File: src/rtl/fluxo_genius_n.sv
// Genius game engine: LFSR-generated one-hot sequence, autonomous LED playback,
// then checks the player's presses against it under an inactivity timeout.
module fluxo_genius_n #(
  parameter int          N         = 4,
  parameter int          W_END     = 4,
  parameter int          T_LED     = 2000,
  parameter int          T_APAGA   = 500,
  parameter int          T_INATIVO = 5000,
  parameter logic [15:0] LFSR_SEED = 16'hACE1
) (
  input  logic             clock,
  input  logic             reset_n,
  input  logic             iniciar,
  input  logic             rapido,
  input  logic [N-1:0]     botoes,
  output logic [N-1:0]     leds,
  output logic             mostrando,
  output logic             jogada_feita,
  output logic             fim_rodada,
  output logic             timeout,
  output logic             ganhou,
  output logic             perdeu,
  output logic [W_END-1:0] rodada,
  output logic [W_END-1:0] db_indice,
  output logic [N-1:0]     db_memoria,
  output logic [3:0]       db_estado
);
  localparam int LOG2N  = $clog2(N);
  localparam int DEPTH  = 1 << W_END;
  localparam int T_MAX1 = (T_LED > T_APAGA) ? T_LED : T_APAGA;
  localparam int T_MAX  = (T_MAX1 > T_INATIVO) ? T_MAX1 : T_INATIVO;
  localparam int TW     = (T_MAX > 2) ? $clog2(T_MAX) : 1;

  localparam logic [TW-1:0] ON_LAST        = TW'(T_LED - 1);
  localparam logic [TW-1:0] ON_RAPIDO_LAST = TW'(T_LED / 2 - 1);
  localparam logic [TW-1:0] APAGA_LAST     = TW'(T_APAGA - 1);
  localparam logic [TW-1:0] INATIVO_LAST   = TW'(T_INATIVO - 1);

  typedef enum logic [3:0] {
    OCIOSO     = 4'd0,
    GERA       = 4'd1,
    MOSTRA_ON  = 4'd2,
    MOSTRA_OFF = 4'd3,
    ESPERA     = 4'd4,
    COMPARA    = 4'd5,
    GANHOU     = 4'd6,
    PERDEU     = 4'd7
  } estado_t;

  estado_t          estado, estado_n;
  logic [W_END-1:0] rodada_q, rodada_n;
  logic [W_END-1:0] indice, indice_n;
  logic [TW-1:0]    timer, timer_n;
  logic [N-1:0]     jogada, jogada_n;
  logic [15:0]      lfsr;
  logic             tem_q, rapido_q, rapido_n;
  logic             jogada_feita_n, fim_rodada_n, timeout_n;
  logic             mem_we;
  logic [N-1:0]     mem [DEPTH];

  logic          tem, press, correto, lfsr_fb;
  logic [N-1:0]  simbolo;
  logic [TW-1:0] on_last;

  assign tem     = |botoes;
  assign press   = tem & ~tem_q;
  assign lfsr_fb = lfsr[15] ^ lfsr[13] ^ lfsr[12] ^ lfsr[10];
  assign simbolo = {{(N-1){1'b0}}, 1'b1} << lfsr[LOG2N-1:0];
  assign on_last = rapido_q ? ON_RAPIDO_LAST : ON_LAST;
  // Memory is not reset, so the one-hot test guards against stale contents too.
  assign correto = (jogada != '0) && ((jogada & (jogada - 1'b1)) == '0) &&
                   (jogada == mem[indice]);

  always_ff @(posedge clock) begin
    if (!reset_n) begin
      estado       <= OCIOSO;
      rodada_q     <= '0;
      indice       <= '0;
      timer        <= '0;
      jogada       <= '0;
      tem_q        <= 1'b0;
      rapido_q     <= 1'b0;
      lfsr         <= LFSR_SEED;
      jogada_feita <= 1'b0;
      fim_rodada   <= 1'b0;
      timeout      <= 1'b0;
    end else begin
      estado       <= estado_n;
      rodada_q     <= rodada_n;
      indice       <= indice_n;
      timer        <= timer_n;
      jogada       <= jogada_n;
      tem_q        <= tem;
      rapido_q     <= rapido_n;
      lfsr         <= {lfsr[14:0], lfsr_fb};
      jogada_feita <= jogada_feita_n;
      fim_rodada   <= fim_rodada_n;
      timeout      <= timeout_n;
    end
  end

  always_ff @(posedge clock) begin
    if (mem_we) mem[rodada_q] <= simbolo;
  end

  // Every state entry clears the timer; iniciar overrides all other transitions.
  always_comb begin
    estado_n       = estado;
    rodada_n       = rodada_q;
    indice_n       = indice;
    timer_n        = timer + 1'b1;
    jogada_n       = jogada;
    rapido_n       = rapido_q;
    jogada_feita_n = 1'b0;
    fim_rodada_n   = 1'b0;
    timeout_n      = 1'b0;
    mem_we         = 1'b0;
    if (iniciar) begin
      estado_n = GERA;
      rodada_n = '0;
      indice_n = '0;
      timer_n  = '0;
    end else begin
      case (estado)
        GERA: begin
          mem_we   = 1'b1;
          estado_n = MOSTRA_ON;
          indice_n = '0;
          timer_n  = '0;
          rapido_n = rapido;
        end
        MOSTRA_ON: begin
          if (timer == on_last) begin
            estado_n = MOSTRA_OFF;
            timer_n  = '0;
          end
        end
        MOSTRA_OFF: begin
          if (timer == APAGA_LAST) begin
            timer_n = '0;
            if (indice == rodada_q) begin
              estado_n = ESPERA;
              indice_n = '0;
            end else begin
              estado_n = MOSTRA_ON;
              indice_n = indice + 1'b1;
              rapido_n = rapido;
            end
          end
        end
        ESPERA: begin
          if (press) begin
            estado_n       = COMPARA;
            jogada_n       = botoes;
            jogada_feita_n = 1'b1;
            timer_n        = '0;
          end else if (timer == INATIVO_LAST) begin
            estado_n  = PERDEU;
            timeout_n = 1'b1;
            timer_n   = '0;
          end
        end
        COMPARA: begin
          timer_n = '0;
          if (!correto) begin
            estado_n = PERDEU;
          end else if (indice != rodada_q) begin
            estado_n = ESPERA;
            indice_n = indice + 1'b1;
          end else if (&rodada_q) begin
            estado_n     = GANHOU;
            fim_rodada_n = 1'b1;
          end else begin
            estado_n     = GERA;
            rodada_n     = rodada_q + 1'b1;
            fim_rodada_n = 1'b1;
          end
        end
        OCIOSO, GANHOU, PERDEU: timer_n = '0;
        default: begin
          estado_n = OCIOSO;
          timer_n  = '0;
        end
      endcase
    end
  end

  always_comb begin
    leds      = '0;
    mostrando = 1'b0;
    ganhou    = 1'b0;
    perdeu    = 1'b0;
    case (estado)
      OCIOSO, ESPERA: leds = botoes;
      MOSTRA_ON: begin
        leds      = mem[indice];
        mostrando = 1'b1;
      end
      MOSTRA_OFF: mostrando = 1'b1;
      GANHOU: begin
        leds   = '1;
        ganhou = 1'b1;
      end
      PERDEU: perdeu = 1'b1;
      default: ;
    endcase
  end

  assign rodada     = rodada_q;
  assign db_indice  = indice;
  assign db_memoria = mem[indice];
  assign db_estado  = estado;
endmodule

File: config.mk
export PLATFORM = sky130hd
export DESIGN_NAME = fluxo_genius_n
export DESIGN_NICKNAME = d
export VERILOG_FILES = /design/src/rtl/fluxo_genius_n.sv
export SDC_FILE = /design/constraint.sdc
export NUM_CORES = 1
export LEC_CHECK = 0
export ABC_AREA = 1
export CAP_MARGIN = 5
export CELL_PAD_IN_SITES_DETAIL_PLACEMENT = 1
export CELL_PAD_IN_SITES_GLOBAL_PLACEMENT = 2
export CORE_UTILIZATION = 33
export CTS_BUF_LIST = sky130_fd_sc_hd__clkbuf_2
export CTS_CLUSTER_DIAMETER = 100
export CTS_CLUSTER_SIZE = 30
export DETAILED_ROUTE_END_ITERATION = 7
export GPL_ROUTABILITY_DRIVEN = 0
export PLACE_DENSITY = 0.69
export SKIP_CTS_REPAIR_TIMING = 1
export SLEW_MARGIN = 20
export SYNTH_ARGS = -nofsm -noshare
export SYNTH_HDL_FRONTEND = slang
export SYNTH_SLANG_ARGS = --single-unit
File: constraint.sdc
create_clock -name clock -period 2.1 [get_ports clock]
set_clock_uncertainty 0.2 [all_clocks]
set_input_delay 0.42 -clock clock [delete_from_list [all_inputs] [get_ports clock]]
set_output_delay 0.42 -clock clock [all_outputs]
set_load 0.01 [all_outputs]
# ---- After elaboration in Yosys (flattened, before gate mapping)
# Memory sizes are Yosys's and may differ from the RTL's. A register that Yosys moved wholly into a read port is not among the register bits.
# Index checks and enable logic that the tools add are counted.
dict set report op_classes {
  n_eq_ne 23
  n_shift 1
  addsub 4
  reduce_logical 22
  bitwise 14
  n_mux 37
}
# cell count
set op_table {}
lappend op_table {{two-way mux 13 bit} 4}
lappend op_table {{two-way mux 4 bit} 10}
lappend op_table {{one-hot mux 13 bit (3 select lines)} 1}
lappend op_table {{one-hot mux 4 bit (3 select lines)} 2}
lappend op_table {{one-hot mux 4 bit (6 select lines)} 1}
lappend op_table {{AND reduction 4 bit} 6}
lappend op_table {{equality test 4 x 3 -> 1 bit, second input constant} 4}
lappend op_table {{adder 13 x 1 -> 13 bit, second input constant} 1}
lappend op_table {{equality test 13 x 11 -> 1 bit} 1}
lappend op_table {{equality test 13 bit, second input constant} 1}
lappend op_table {{equality test 13 x 9 -> 1 bit, second input constant} 1}
lappend op_table {{two-way mux 1 bit} 13}
lappend op_table {{two-way mux 3 bit} 4}
lappend op_table {{inequality test 2 bit, second input constant} 6}
lappend op_table {{OR reduction 4 bit} 3}
lappend op_table {{two-way mux 11 bit} 1}
lappend op_table {{inequality test 3 bit, second input constant} 3}
lappend op_table {{NOT 1 bit} 9}
lappend op_table {{adder 4 x 1 -> 4 bit, second input constant} 2}
lappend op_table {{equality test 4 x 2 -> 1 bit, second input constant} 2}
lappend op_table {{equality test 4 bit} 2}
lappend op_table {{logical NOT 4 bit} 2}
lappend op_table {{OR reduction 2 bit} 3}
lappend op_table {{OR reduction 3 bit} 2}
lappend op_table {{14 further kinds} 17}
dict set report word_totals {
  wordCells 114
  output_inout_bits 26
  register_bits 50
  ramBits 64
  mem_count 1
  inputBits 8
}
# name depth word_bits rd rd_ports_with_merged_regs wr line_no
set mem_list {}
lappend mem_list {mem 16 4 1 1 1 59} ;# logic [N-1:0] mem [DEPTH];

# ---- Longest topological paths before layout
dict set report logic_depth {
  word_depth 9
  ltp_mapped 17
  ltp_nobuf 16
}

# ---- Least setup slack after synthesis
# No wires, ideal clock.
dict set report synth_timing {
  path_kind {register -> output}
  from {register with a tool-made name}
  to {output leds[0]}
  setup_slack_ns 0.116
  required_time_ns 1.480
  stages_incl_launch_ff 9
  arrival_time_ns 1.364
  n_path_buf 2
  path_cell_list {dfxtp_1 buf_6 buf_4 o211ai_1 nand3_1 nand3_1 nand2_1 o21ai_0 o21ai_0}
}
# item line_no
set synth_lines {}
lappend synth_lines {{end, declared} 16} ;# output logic [N-1:0] leds,

==> results.md <==
* Layout Utilization at 0.464
* Cells after DPL at 935
* RSZ-0062 raised after global routing: true
* Vias per cell at 4.63
* Antenna-violating nets left at 0
* # setup viols final at 27
* Die area at 16800 um2
* Worst Reg-to-Reg Cells at 15
* Total gr overflow at 0
* Worst EP required at 1.48 ns
* CTS Root Cell: clkbuf_2
* Core Box Area at 15900 um2
* CP max FO at 9
* R2r endpoint: db_indice[2]
* Final WS setup at -0.882 ns
* Die width at between 100 and 150 um
* NetSw at 1.21 mW
* Worst path arrival time at roughly 2.4 ns
* Hold path startpoint: rapido
* Die Y at 130 um
* Slowest CP cell: dfxtp_4
* Final wirelength at between 15 and 20 mm
* Internal power at 3.45 mW
* Port buffer count at 32
* Fin Setup TNS at -10.48 ns
* Net Count, Synth at around 640
* Initial Utilization at 0.339
* Tmin final at 2.98 ns
* Switching portion of total power at 0.260
* Hold path endpoint: rapido_q
* Setup WS pre-CTS at -0.528 ns
* Final Total Pwr at about 4.7 mW
* Hold Crit Class: in2reg
* 1st-iter DRT viols at 175
* Largest delay share family, worst path: buffers and inverters
* DRT Pass-1 Iters at 4
* Outcome: complete, but fails checks
* Cell Area, Synth at 5380 um2
* Worst skew pair latency at about 0.70 ns
* Total routing usage reported by global routing at 0.190
* Synth Register Bits at 117
* Comb pwr share at 0.102
* Site Rows at 46
* Peak Freq at 335 MHz
* IO Pins at 34
* CP Cell Sequence: buf_12 > buf_12 > o211ai_1 > nand3_1 > nand3_2 > nand2_2 > buf_6 > o21ai_2 > o21ai_1 > buf_2
* Max Slew Vio Count at 0
* CTS tree: done
* Initial antenna violation count at 0
* Final period util at 1.42
* WS Path Type: reg2out
* Clock power share at 0.365
* Ys Warns at 0
* Clock Tree Buf Depth at 2
* Max cap viols at 0
* Via count at 4563
* Fin cells at 985
* Post-Syn Area per Cell at 8.65 um2
* Total CTS buffers at 17
* Worst hold stages at 3
* Htree depth at 4
* Vias in the first global route at 4712
* Layout area overhead at 37.1%
* Slew at the pin with the worst max-slew slack at just over 0.6 ns
* Synth unique cells at 35
* Reg2reg setup slack at -0.30 ns
* Largest net degree at the start of global routing at 29
* Most used cell, CP: buf_12
* Final Hold Vio Count at 0
* Share of layout cells above drive strength 1 at 0.324
* DRC at 0
* Violated checks: setup timing
* CTS Sinks at 117
* Static leakage at 3.29 nW
* Crit end category: output pin
* P per Cell Area at 631 nW/um2
* Sequential-to-total area share from yosys stat at 0.555
* Layout net count at 772
* Headroom to the max-slew limit at 0.588
* Wire per inst at between 15 and 20 um
* Flop pwr share at 0.533
* Slowest stage delay, CP at 0.40 ns
* DP Wirelength at between 10 and 15 mm
* First-pass GRT wire length at 23.8 mm
* Synth Instances at 622
* Clock Pin Slew Worst Setup and Hold Paths at 0.18 ns
* Max VDD drop at around 0.29 mV
* WP buf/inv at 4
* Crit start category: flip-flop
* Antenna cells at 0
==> area by class of cell <==
type	instances	area, um2
multi-input cells	402	2270
fillers	1871	8510
clock inverters	14	184
inverters	90	360
repair buffers	128	1180
well taps	216	270
clock buffers	18	90.1
flip-flops and latches	117	3020
==> cells by family after synthesis <==
| logic type | count (synthesis) | share of synthesized area |
|---|---|---|
| AOI/OAI and AO/OA | 52 | 0.0523 |
| xor gates and xnor gates | 13 | 0.0212 |
| adders and majority gates | 8 | 0.0186 |
| buffers and inverters | 104 | 0.0847 |
| DFF | 117 | 0.555 |
| other | 1 | 0.000697 |
| and+or+nand+nor | 327 | 0.268 |
==> cell usage in the layout (no fill, tap or decap), types with 9 or more instances in the layout <==
cell type / count
nor3_1: 10
clkbuf_2: 24
buf_4: 76
nor2_1: 58
nand2_2: 13
nand3_2: 13
o21ai_1: 14
a21oi_1: 17
nor2_2: 14
inv_2: 9
buf_6: 16
inv_1: 78
edfxtp_1: 64
o21ai_0: 9
nor2_4: 10
nand2_1: 130
nand3_1: 42
dlymetal6s2s_1: 11
dfxtp_1: 41
==> cells in the mapped netlist, drive strengths merged <==
library cell  instances  area [um2]
or2                   8        50.1
dfxtp                53        1060
o211ai                4        30.0
xnor2                 5        43.8
nand3                58         315
ha                    8         100
a31oi                 1        6.26
nor3                 17        85.1
nand2               150         588
xor2                  8        70.1
a21oi                21         113
edfxtp               64        1920
inv                  89         342
a211oi                1        7.51
nor3b                 2        15.0
conb                  1        3.75
buf                  11        98.8
nor4                  2        12.5
nand4                 8        50.1
nor2                 82         325
clkinv                1        3.75
clkbuf                3        11.3
o21ai                25         125
==> registers in the layout, summed over array words and instances, names as in the netlist, named ones only <==
signal and count:
fim_rodada 1, rapido_q 1, jogada 4, mem 64, rodada 4, db_indice 4
db_estado 3, jogada_feita 1, timer 13, lfsr 16, tem_q 1, timeout 1
==> layer usage <==
layer  up-vias  share of wire  routed length (um)  global-route usage
met5         -              0                   0                   0
met4         0          0.016                 242              0.0636
met3        19          0.023                 351              0.0388
met2        56           0.51                7950               0.332
met1      2211           0.45                6920               0.232
li1       2277              -                   -                   -
==> tightest hold or removal path, cell delays in order <==
cell,delay (ns)
clkdlybuf4s50_1,0.39
o21ai_0,0.16
a21oi_1,0.04
==> power groups by stage <==
stage,Clock (mW),Combinational (mW),Sequential (mW)
after floorplan,0,0.201,2.54
after global placement,0,0.398,2.54
after detailed placement,0,0.405,2.54
final,1.70,0.475,2.48
after global routing,1.83,0.521,2.49
after CTS,1.75,0.408,2.49
==> worst max path at each step <==
stage / from / to / slack, ns / cells past startpoint
floorplan: flip-flop / leds[0] / 0.12 / 8
global placement: flip-flop / leds[2] / -0.49 / 11
detailed placement: flip-flop / leds[1] / -0.53 / 11
CTS: flip-flop / leds[1] / -1.38 / 11
global route: flip-flop / leds[1] / -1.03 / 10
finish: flip-flop / leds[1] / -0.88 / 10
==> metrics by stage <==
stage	hold WS, ns	cell area [um2]
final	0.146	7370
after global routing	0.120	7370
after CTS	0.0789	6790
after detailed placement	0.203	6520
after global placement	0.194	6520
after floorplan	0.190	5380
Power figures use the tool's default switching activity.
